<file path="config.mk">
export PLATFORM = sky130hd
export DESIGN_NAME = mlp_seq_engine_flat
export DESIGN_NICKNAME = d
export VERILOG_FILES = /design/src/rtl/mlp_seq_engine_if.sv /design/src/rtl/mlp_seq_engine.sv /design/src/flat_wrapper.sv
export SDC_FILE = /design/constraint.sdc
export NUM_CORES = 2
export LEC_CHECK = 0
export BUFFER_PORTS_ARGS = -buffer_cell sky130_fd_sc_hd__buf_2
export CORE_AREA = 2 2 357 359
export DETAILED_ROUTE_END_ITERATION = 16
export DIE_AREA = 0 0 359 361
export GPL_ROUTABILITY_DRIVEN = 1
export PLACE_DENSITY = 0.66
export SYNTH_ARGS = -nofsm -noshare
export SYNTH_HDL_FRONTEND = slang
export SYNTH_SLANG_ARGS = --single-unit
</file>
<file path="constraint.sdc">
create_clock -name clk -period 27.2 [get_ports clk]
set_input_delay 4.08 -clock clk [delete_from_list [all_inputs] [get_ports clk]]
set_output_delay 4.08 -clock clk [all_outputs]
set_load 0.05 [all_outputs]
</file>
<file path="src/rtl/mlp_seq_engine_if.sv">
// Host weight-load port, input activation stream and output result stream of mlp_seq_engine.
interface mlp_seq_engine_if #(
   parameter int DATA_W = 16,
   parameter int ADDR_W = 6
);
   logic              wt_we;
   logic [ADDR_W-1:0] wt_addr;
   logic [DATA_W-1:0] wt_wdata;
   logic              wt_drop;
   logic              in_valid;
   logic              in_ready;
   logic [DATA_W-1:0] in_data;
   logic              out_valid;
   logic              out_ready;
   logic [DATA_W-1:0] out_data;
   logic              out_last;
   logic              busy;
   logic              sat;

   modport slave (
      input  wt_we, wt_addr, wt_wdata, in_valid, in_data, out_ready,
      output wt_drop, in_ready, out_valid, out_data, out_last, busy, sat
   );

   modport master (
      output wt_we, wt_addr, wt_wdata, in_valid, in_data, out_ready,
      input  wt_drop, in_ready, out_valid, out_data, out_last, busy, sat
   );
endinterface

</file>
<file path="src/rtl/mlp_seq_engine.sv">
// Sequential MLP: NUM_LAYERS dense DIMxDIM layers on one shared MAC, ping-pong activation
// buffers, per-neuron bias/round/saturate/ReLU, stream input and output.
module mlp_seq_engine #(
   parameter int DATA_W     = 16,
   parameter int FRAC_BITS  = 8,
   parameter int ACC_W      = 40,
   parameter int DIM        = 4,
   parameter int NUM_LAYERS = 2,
   parameter int RELU_LAST  = 0
) (
   input logic             clk,
   input logic             reset,
   mlp_seq_engine_if.slave bus
);
   localparam int WDEPTH = NUM_LAYERS * DIM * (DIM + 1);
   localparam int AW     = (WDEPTH > 1) ? $clog2(WDEPTH) : 1;
   localparam int IW     = (DIM > 1) ? $clog2(DIM) : 1;
   localparam int LW     = (NUM_LAYERS > 1) ? $clog2(NUM_LAYERS) : 1;
   localparam logic [IW-1:0] LAST_I   = IW'(DIM - 1);
   localparam logic [LW-1:0] LAST_L   = LW'(NUM_LAYERS - 1);
   localparam logic [AW:0]   WDEPTH_L = (AW + 1)'(WDEPTH);
   localparam logic signed [ACC_W-1:0] MAX_V = {{(ACC_W-DATA_W+1){1'b0}}, {(DATA_W-1){1'b1}}};
   localparam logic signed [ACC_W-1:0] MIN_V = ~MAX_V;

   typedef enum logic [2:0] {IDLE, LOAD, MAC, FIN, OUT} state_t;

   state_t state_reg, state_next;

   logic signed [DATA_W-1:0] wmem  [WDEPTH];
   logic signed [DATA_W-1:0] buf_a [DIM];
   logic signed [DATA_W-1:0] buf_b [DIM];

   logic [IW-1:0]           idx_reg, i_reg, o_reg;
   logic [LW-1:0]           layer_reg;
   logic [AW-1:0]           wptr_reg;
   logic signed [ACC_W-1:0] acc_reg;
   logic                    sel_reg;
   logic                    sat_reg, in_ready_reg, wt_drop_reg;
   logic                    out_valid_reg, out_last_reg;
   logic [DATA_W-1:0]       out_data_reg;

   logic                      busy, in_range, wt_write, accept, out_fire, start_mac;
   logic [IW-1:0]             ld_idx, idx_inc;
   logic signed [DATA_W-1:0]  w_val, src_val, res, fin_cur, fin_nxt;
   logic signed [2*DATA_W-1:0] prod;
   logic signed [ACC_W-1:0]   prod_ext, bias_ext, biased, shifted;
   logic                      clip_hi, clip_lo, relu_en;

   assign busy     = (state_reg != IDLE);
   assign in_range = ({1'b0, bus.wt_addr} < WDEPTH_L);
   assign wt_write = bus.wt_we & ~busy & in_range;
   assign accept   = bus.in_valid & in_ready_reg;
   assign out_fire = out_valid_reg & bus.out_ready;
   assign ld_idx   = (state_reg == LOAD) ? idx_reg : '0;
   assign idx_inc  = idx_reg + 1'b1;

   // The weight pointer walks the memory in storage order: DIM weights then the bias per neuron.
   assign w_val    = wmem[wptr_reg];
   assign src_val  = sel_reg ? buf_b[i_reg] : buf_a[i_reg];
   assign prod     = src_val * w_val;
   assign prod_ext = {{(ACC_W-2*DATA_W){prod[2*DATA_W-1]}}, prod};
   assign bias_ext = {{(ACC_W-DATA_W){w_val[DATA_W-1]}}, w_val};
   assign biased   = acc_reg + (bias_ext <<< FRAC_BITS);
   assign shifted  = biased >>> FRAC_BITS;
   assign clip_hi  = (shifted > MAX_V);
   assign clip_lo  = (shifted < MIN_V);
   assign relu_en  = (layer_reg != LAST_L) || (RELU_LAST != 0);

   always_comb begin
      res = clip_hi ? MAX_V[DATA_W-1:0] : (clip_lo ? MIN_V[DATA_W-1:0] : shifted[DATA_W-1:0]);
      if (relu_en && res[DATA_W-1]) res = '0;
   end

   // The final layer wrote the buffer opposite to its source.
   assign fin_cur = sel_reg ? buf_a[idx_reg] : buf_b[idx_reg];
   assign fin_nxt = sel_reg ? buf_a[idx_inc] : buf_b[idx_inc];

   always_comb begin
      state_next = state_reg;
      start_mac  = 1'b0;
      case (state_reg)
         IDLE: if (accept) begin
            state_next = (DIM == 1) ? MAC : LOAD;
            start_mac  = (DIM == 1);
         end
         LOAD: if (accept && idx_reg == LAST_I) begin
            state_next = MAC;
            start_mac  = 1'b1;
         end
         MAC:  if (i_reg == LAST_I) state_next = FIN;
         FIN:  state_next = (o_reg == LAST_I && layer_reg == LAST_L) ? OUT : MAC;
         OUT:  if (out_fire && out_last_reg) state_next = IDLE;
         default: state_next = IDLE;
      endcase
   end

   always_ff @(posedge clk or posedge reset) begin
      if (reset) begin
         state_reg     <= IDLE;
         idx_reg       <= '0;
         i_reg         <= '0;
         o_reg         <= '0;
         layer_reg     <= '0;
         wptr_reg      <= '0;
         acc_reg       <= '0;
         sel_reg       <= 1'b0;
         sat_reg       <= 1'b0;
         in_ready_reg  <= 1'b0;
         wt_drop_reg   <= 1'b0;
         out_valid_reg <= 1'b0;
         out_last_reg  <= 1'b0;
         out_data_reg  <= '0;
      end else begin
         state_reg    <= state_next;
         in_ready_reg <= (state_next == IDLE) || (state_next == LOAD);
         wt_drop_reg  <= bus.wt_we & busy & in_range;
         case (state_reg)
            IDLE: if (accept) begin
               sat_reg <= 1'b0;
               idx_reg <= IW'(1);
            end
            LOAD: if (accept) idx_reg <= idx_inc;
            MAC: begin
               acc_reg  <= acc_reg + prod_ext;
               wptr_reg <= wptr_reg + 1'b1;
               i_reg    <= (i_reg == LAST_I) ? '0 : i_reg + 1'b1;
            end
            FIN: begin
               acc_reg  <= '0;
               wptr_reg <= wptr_reg + 1'b1;
               if (clip_hi || clip_lo) sat_reg <= 1'b1;
               if (o_reg != LAST_I) begin
                  o_reg <= o_reg + 1'b1;
               end else begin
                  o_reg <= '0;
                  if (layer_reg != LAST_L) begin
                     layer_reg <= layer_reg + 1'b1;
                     sel_reg   <= ~sel_reg;
                  end else begin
                     idx_reg       <= '0;
                     out_valid_reg <= 1'b0;
                  end
               end
            end
            OUT: begin
               // First OUT cycle fetches beat 0; later beats are fetched on each handshake.
               if (!out_valid_reg) begin
                  out_valid_reg <= 1'b1;
                  out_data_reg  <= fin_cur;
                  out_last_reg  <= (idx_reg == LAST_I);
               end else if (out_fire) begin
                  if (out_last_reg) begin
                     out_valid_reg <= 1'b0;
                     out_last_reg  <= 1'b0;
                     out_data_reg  <= '0;
                  end else begin
                     idx_reg      <= idx_inc;
                     out_data_reg <= fin_nxt;
                     out_last_reg <= (idx_inc == LAST_I);
                  end
               end
            end
            default: ;
         endcase
         if (start_mac) begin
            i_reg     <= '0;
            o_reg     <= '0;
            layer_reg <= '0;
            wptr_reg  <= '0;
            acc_reg   <= '0;
            sel_reg   <= 1'b0;
         end
      end
   end

   always_ff @(posedge clk) begin
      if (wt_write) wmem[bus.wt_addr] <= bus.wt_wdata;
      if (accept) buf_a[ld_idx] <= bus.in_data;
      if (state_reg == FIN) begin
         if (sel_reg) buf_a[o_reg] <= res;
         else         buf_b[o_reg] <= res;
      end
   end

   assign bus.in_ready  = in_ready_reg;
   assign bus.out_valid = out_valid_reg;
   assign bus.out_data  = out_data_reg;
   assign bus.out_last  = out_last_reg;
   assign bus.busy      = busy;
   assign bus.sat       = sat_reg;
   assign bus.wt_drop   = wt_drop_reg;
endmodule

</file>
<file path="src/flat_wrapper.sv">
// flat-port wrapper written by rule: the top's interface ports become plain ports
module mlp_seq_engine_flat 
#(
   parameter int DATA_W     = 16,
   parameter int FRAC_BITS  = 8,
   parameter int ACC_W      = 40,
   parameter int DIM        = 4,
   parameter int NUM_LAYERS = 2,
   parameter int RELU_LAST  = 0
)
  (clk, reset, bus_wt_we, bus_wt_addr, bus_wt_wdata, bus_in_valid, bus_in_data, bus_out_ready, bus_wt_drop, bus_in_ready, bus_out_valid, bus_out_data, bus_out_last, bus_busy, bus_sat);
  mlp_seq_engine_if #(.DATA_W(DATA_W)) bus_i ();
  input logic clk;
  input logic reset;
  input wire logic [$bits(bus_i.wt_we)-1:0] bus_wt_we;
  input wire logic [$bits(bus_i.wt_addr)-1:0] bus_wt_addr;
  input wire logic [$bits(bus_i.wt_wdata)-1:0] bus_wt_wdata;
  input wire logic [$bits(bus_i.in_valid)-1:0] bus_in_valid;
  input wire logic [$bits(bus_i.in_data)-1:0] bus_in_data;
  input wire logic [$bits(bus_i.out_ready)-1:0] bus_out_ready;
  output wire logic [$bits(bus_i.wt_drop)-1:0] bus_wt_drop;
  output wire logic [$bits(bus_i.in_ready)-1:0] bus_in_ready;
  output wire logic [$bits(bus_i.out_valid)-1:0] bus_out_valid;
  output wire logic [$bits(bus_i.out_data)-1:0] bus_out_data;
  output wire logic [$bits(bus_i.out_last)-1:0] bus_out_last;
  output wire logic [$bits(bus_i.busy)-1:0] bus_busy;
  output wire logic [$bits(bus_i.sat)-1:0] bus_sat;
  assign bus_i.wt_we = bus_wt_we;
  assign bus_i.wt_addr = bus_wt_addr;
  assign bus_i.wt_wdata = bus_wt_wdata;
  assign bus_i.in_valid = bus_in_valid;
  assign bus_i.in_data = bus_in_data;
  assign bus_i.out_ready = bus_out_ready;
  assign bus_wt_drop = bus_i.wt_drop;
  assign bus_in_ready = bus_i.in_ready;
  assign bus_out_valid = bus_i.out_valid;
  assign bus_out_data = bus_i.out_data;
  assign bus_out_last = bus_i.out_last;
  assign bus_busy = bus_i.busy;
  assign bus_sat = bus_i.sat;
  mlp_seq_engine #(.DATA_W(DATA_W), .FRAC_BITS(FRAC_BITS), .ACC_W(ACC_W), .DIM(DIM), .NUM_LAYERS(NUM_LAYERS), .RELU_LAST(RELU_LAST)) u_core (.clk(clk), .reset(reset), .bus(bus_i));
endmodule
</file>
==> flow_summary.toml <==
[sta]
grt_setup_unrepaired = "false"
report.final.hold_viol_count = 0
worst_hold_slack_ns = 0.470
setup_viol_count_final = 0
max_freq_mhz = 93.0
worst_pin_slew_ns = 1.25
relSlewSlack_pct = 15.9
timing.clock.skew_ns = 0.0687
timing.setup.tns_ns = 0
min_period_ns = 10.75
final-max-slew-violation-count = 0
final_clock_period_utilization_by_the_worst_path_pct = 39.5
post-route-worst-setup-slack_ns = 16.45

[clock_network]
cts.clk_slew.worst_paths_ns = 0.07
post_cts_setup_buffer_count = 0
tritoncts = "yes"
hold_buffers = 0
clk_root_buffer_cell = "sky130_fd_sc_hd__clkbuf_16"
cts_resized = 0
tritoncts_buffer_count = 86
worstSkewPairLatency_ns = 0.69
clock_path_buffers = 3
cts.sinks = 846
cts_htree_levels = 3

[layout]
fin_cells = 5289
largest_register_ffs = 640
largest_register = "u_core.wmem"
post_route_cells_drive_above_1_share_pct = 18.4
filler_cell_count = 10984
reg_top3 = "u_core.wmem (640), u_core.buf_a (64), u_core.buf_b (64)"
synthToLayoutAreaGrowth_pct = 10.4
finalNetCount = 4096

[drt]
drtIter0Drc = 2946
drt_wl_total_mm = 122
postRouteAntennaNets = 0
detailroute.via_count = 29498
first_pass_iters = 7
remaining_drc_errors = 0
viasPerCell = 5.58
route.detailed.wl_per_inst_um = 23.1

[worst_hold_path]
hold_path_class = "reg2reg"
worstHoldEndpoint = "u_core.bus.out_data[4]$_DFFE_PP0P_"
min_delay_path_depth = 2
min_from = "u_core.bus.out_data[4]$_DFFE_PP0P_"

[die]
initial_utilization_pct = 39.9
floorplan.die_area_mm2 = 0.130
die_h_um = 361
floorplan.core_area_mm2 = 0.125
ios = 65
rows = 130
die_w_um = 359

[placement]
placed_cells = 5130
place.gp.congestion = 0.897
detailedPlace.worstSlack_ns = 16.48
io_buffers = 64
post-dp-hpwl_mm = 81.7

[global_route]
grt_start_max_net_pins = 98
grt_pass1_wl_mm = 186
grt_antenna_before_repair = 6
grt-ovfl-total = 0
first_global_vias = 30164
grt.total_usage_pct = 18.9

[setup_path]
critical_path.max_stage_delay_ns = 0.82
number_of_cell_instances_on_the_worst_register_to_register_path = 31
r2r_slack_ns = 16.45
startpoint_type = "flop"
critical_path_class = "reg2reg"
critPathArrivalTime_ns = 11.29
cp_max_fo = 97
r2r_end = "u_core.acc_reg[37]$_DFFE_PP0P_"
critPathSlowestCell = "sky130_fd_sc_hd__dfrtp_4"
critical_path.reg2reg.startpoint = "u_core.wptr_reg[0]$_DFFE_PP0P_"
cp_data_required_time_ns = 27.74
worst_setup_path_end_kind = "flop"

[yosys]
synthFlopType = "sky130_fd_sc_hd__edfxtp_1"
ys_seq_area_share_pct = 50.0
synth_commonest_cells = "sky130_fd_sc_hd__edfxtp_1, sky130_fd_sc_hd__inv_1, sky130_fd_sc_hd__fa_1"
synth.lib_cells_used.distinct = 74
post_synth_inst_count = 3495
synth-edff-count = 768
synth_async_sr_flop_share_pct = 9.22
synth.ff_latch_count = 846
synth_area_leaders = "sky130_fd_sc_hd__edfxtp_1, sky130_fd_sc_hd__fa_1, sky130_fd_sc_hd__mux4_2"
avgSynthCellArea_um2 = 14.3
synth.most_common_cell = "sky130_fd_sc_hd__edfxtp_1"
synth_area_mm2 = 0.0500
yosysWarnings = 0
synth_top_area_cell = "sky130_fd_sc_hd__edfxtp_1"
netlist.area_leader.share_pct = 46.1
post_synthesis_net_count = 4023

[status]
outcome = "finished clean"

[job]
max_cap_viol_count = 0
## worst max path at each step
| stage | startpoint | endpoint | slack, ns | depth (start not counted) |
|---|---|---|---|---|
| 2_1_floorplan | u_core.wptr_reg[0]$_DFFE_PP0P_ | u_core.acc_reg[37]$_DFFE_PP0P_ | 18.33 | 33 |
| 3_3_place_gp | u_core.wptr_reg[0]$_DFFE_PP0P_ | u_core.acc_reg[37]$_DFFE_PP0P_ | 16.61 | 31 |
| 3_5_place_dp | u_core.wptr_reg[0]$_DFFE_PP0P_ | u_core.acc_reg[37]$_DFFE_PP0P_ | 16.48 | 31 |
| 4_1_cts | u_core.wptr_reg[0]$_DFFE_PP0P_ | u_core.acc_reg[37]$_DFFE_PP0P_ | 16.43 | 31 |
| 5_1_grt | u_core.wptr_reg[0]$_DFFE_PP0P_ | u_core.acc_reg[37]$_DFFE_PP0P_ | 15.79 | 31 |
| 6_report | u_core.wptr_reg[0]$_DFFE_PP0P_ | u_core.acc_reg[37]$_DFFE_PP0P_ | 16.45 | 31 |
## stage by stage
step / util [%] / area (um^2)
2_1_floorplan: - / 50000
3_3_place_gp: 41.8 / 52500
3_5_place_dp: 41.8 / 52500
4_1_cts: 44.0 / 55200
5_1_grt: 44.0 / 55200
6_report: 44.0 / 55200
## worst max-delay path, delay by kind of cell (launching register included)
kind	cells	cell delay, ns
compound gates	6	1.07
fa+ha+maj	7	3.13
buf+inv	9	2.52
flops	1	0.82
mux	3	1.42
simple gates	6	1.43
## cells by family after synthesis
family	count (synthesis)	synth area share [%]
buffers and inverters	606	4.84
AOI/OAI and AO/OA	429	5.77
DFF	846	50.0
muxes	374	14.7
adders and majority gates	485	17.1
xor gates and xnor gates	64	1.17
and+or+nand+nor	691	6.36
## layer usage
layer  track usage (%)  vias to the layer above  share of wire, %
met1              25.2                    15250                41
met5                 0                        -             0.039
met2              31.9                     1159                49
met4              5.39                        8               2.7
li1                  -                    12867                 -
met3              3.06                      214               7.3
## layout make-up
type	instances	area [um^2]	share of cell area, %
Antenna cell	1	2.50	0.00453
Clock buffer	110	2270	4.12
Clock inverter	48	473	0.857
Inverter	432	1620	2.94
Multi-Input combinational cell	2043	22700	41.1
Sequential cell	846	25000	45.3
Tap cell	1650	2060	3.74
Timing Repair Buffer	159	1050	1.89
## cells in the final DEF (no fill, tap or decap), drive strengths merged, types with 20 or more instances in the layout
cell    synthesis  final
edfxtp        768    768
inv           432    436
fa            331    331
mux4          288    288
nand2         253    253
nor2          219    219
buf            79    159
ha            154    154
o21ai         118    118
clkbuf         95    110
a21oi          87     87
dfrtp          78     78
mux2i          66     66
o311ai         61     61
nor2b          44     44
clkinv          0     37
nand2b         36     36
a21o           34     34
xnor2          33     33
xor2           31     31
nand3          25     25
mux2           20     20
Power is not shown: default switching activity piles up to over one toggle a cycle in this logic, so the estimate is an artifact.
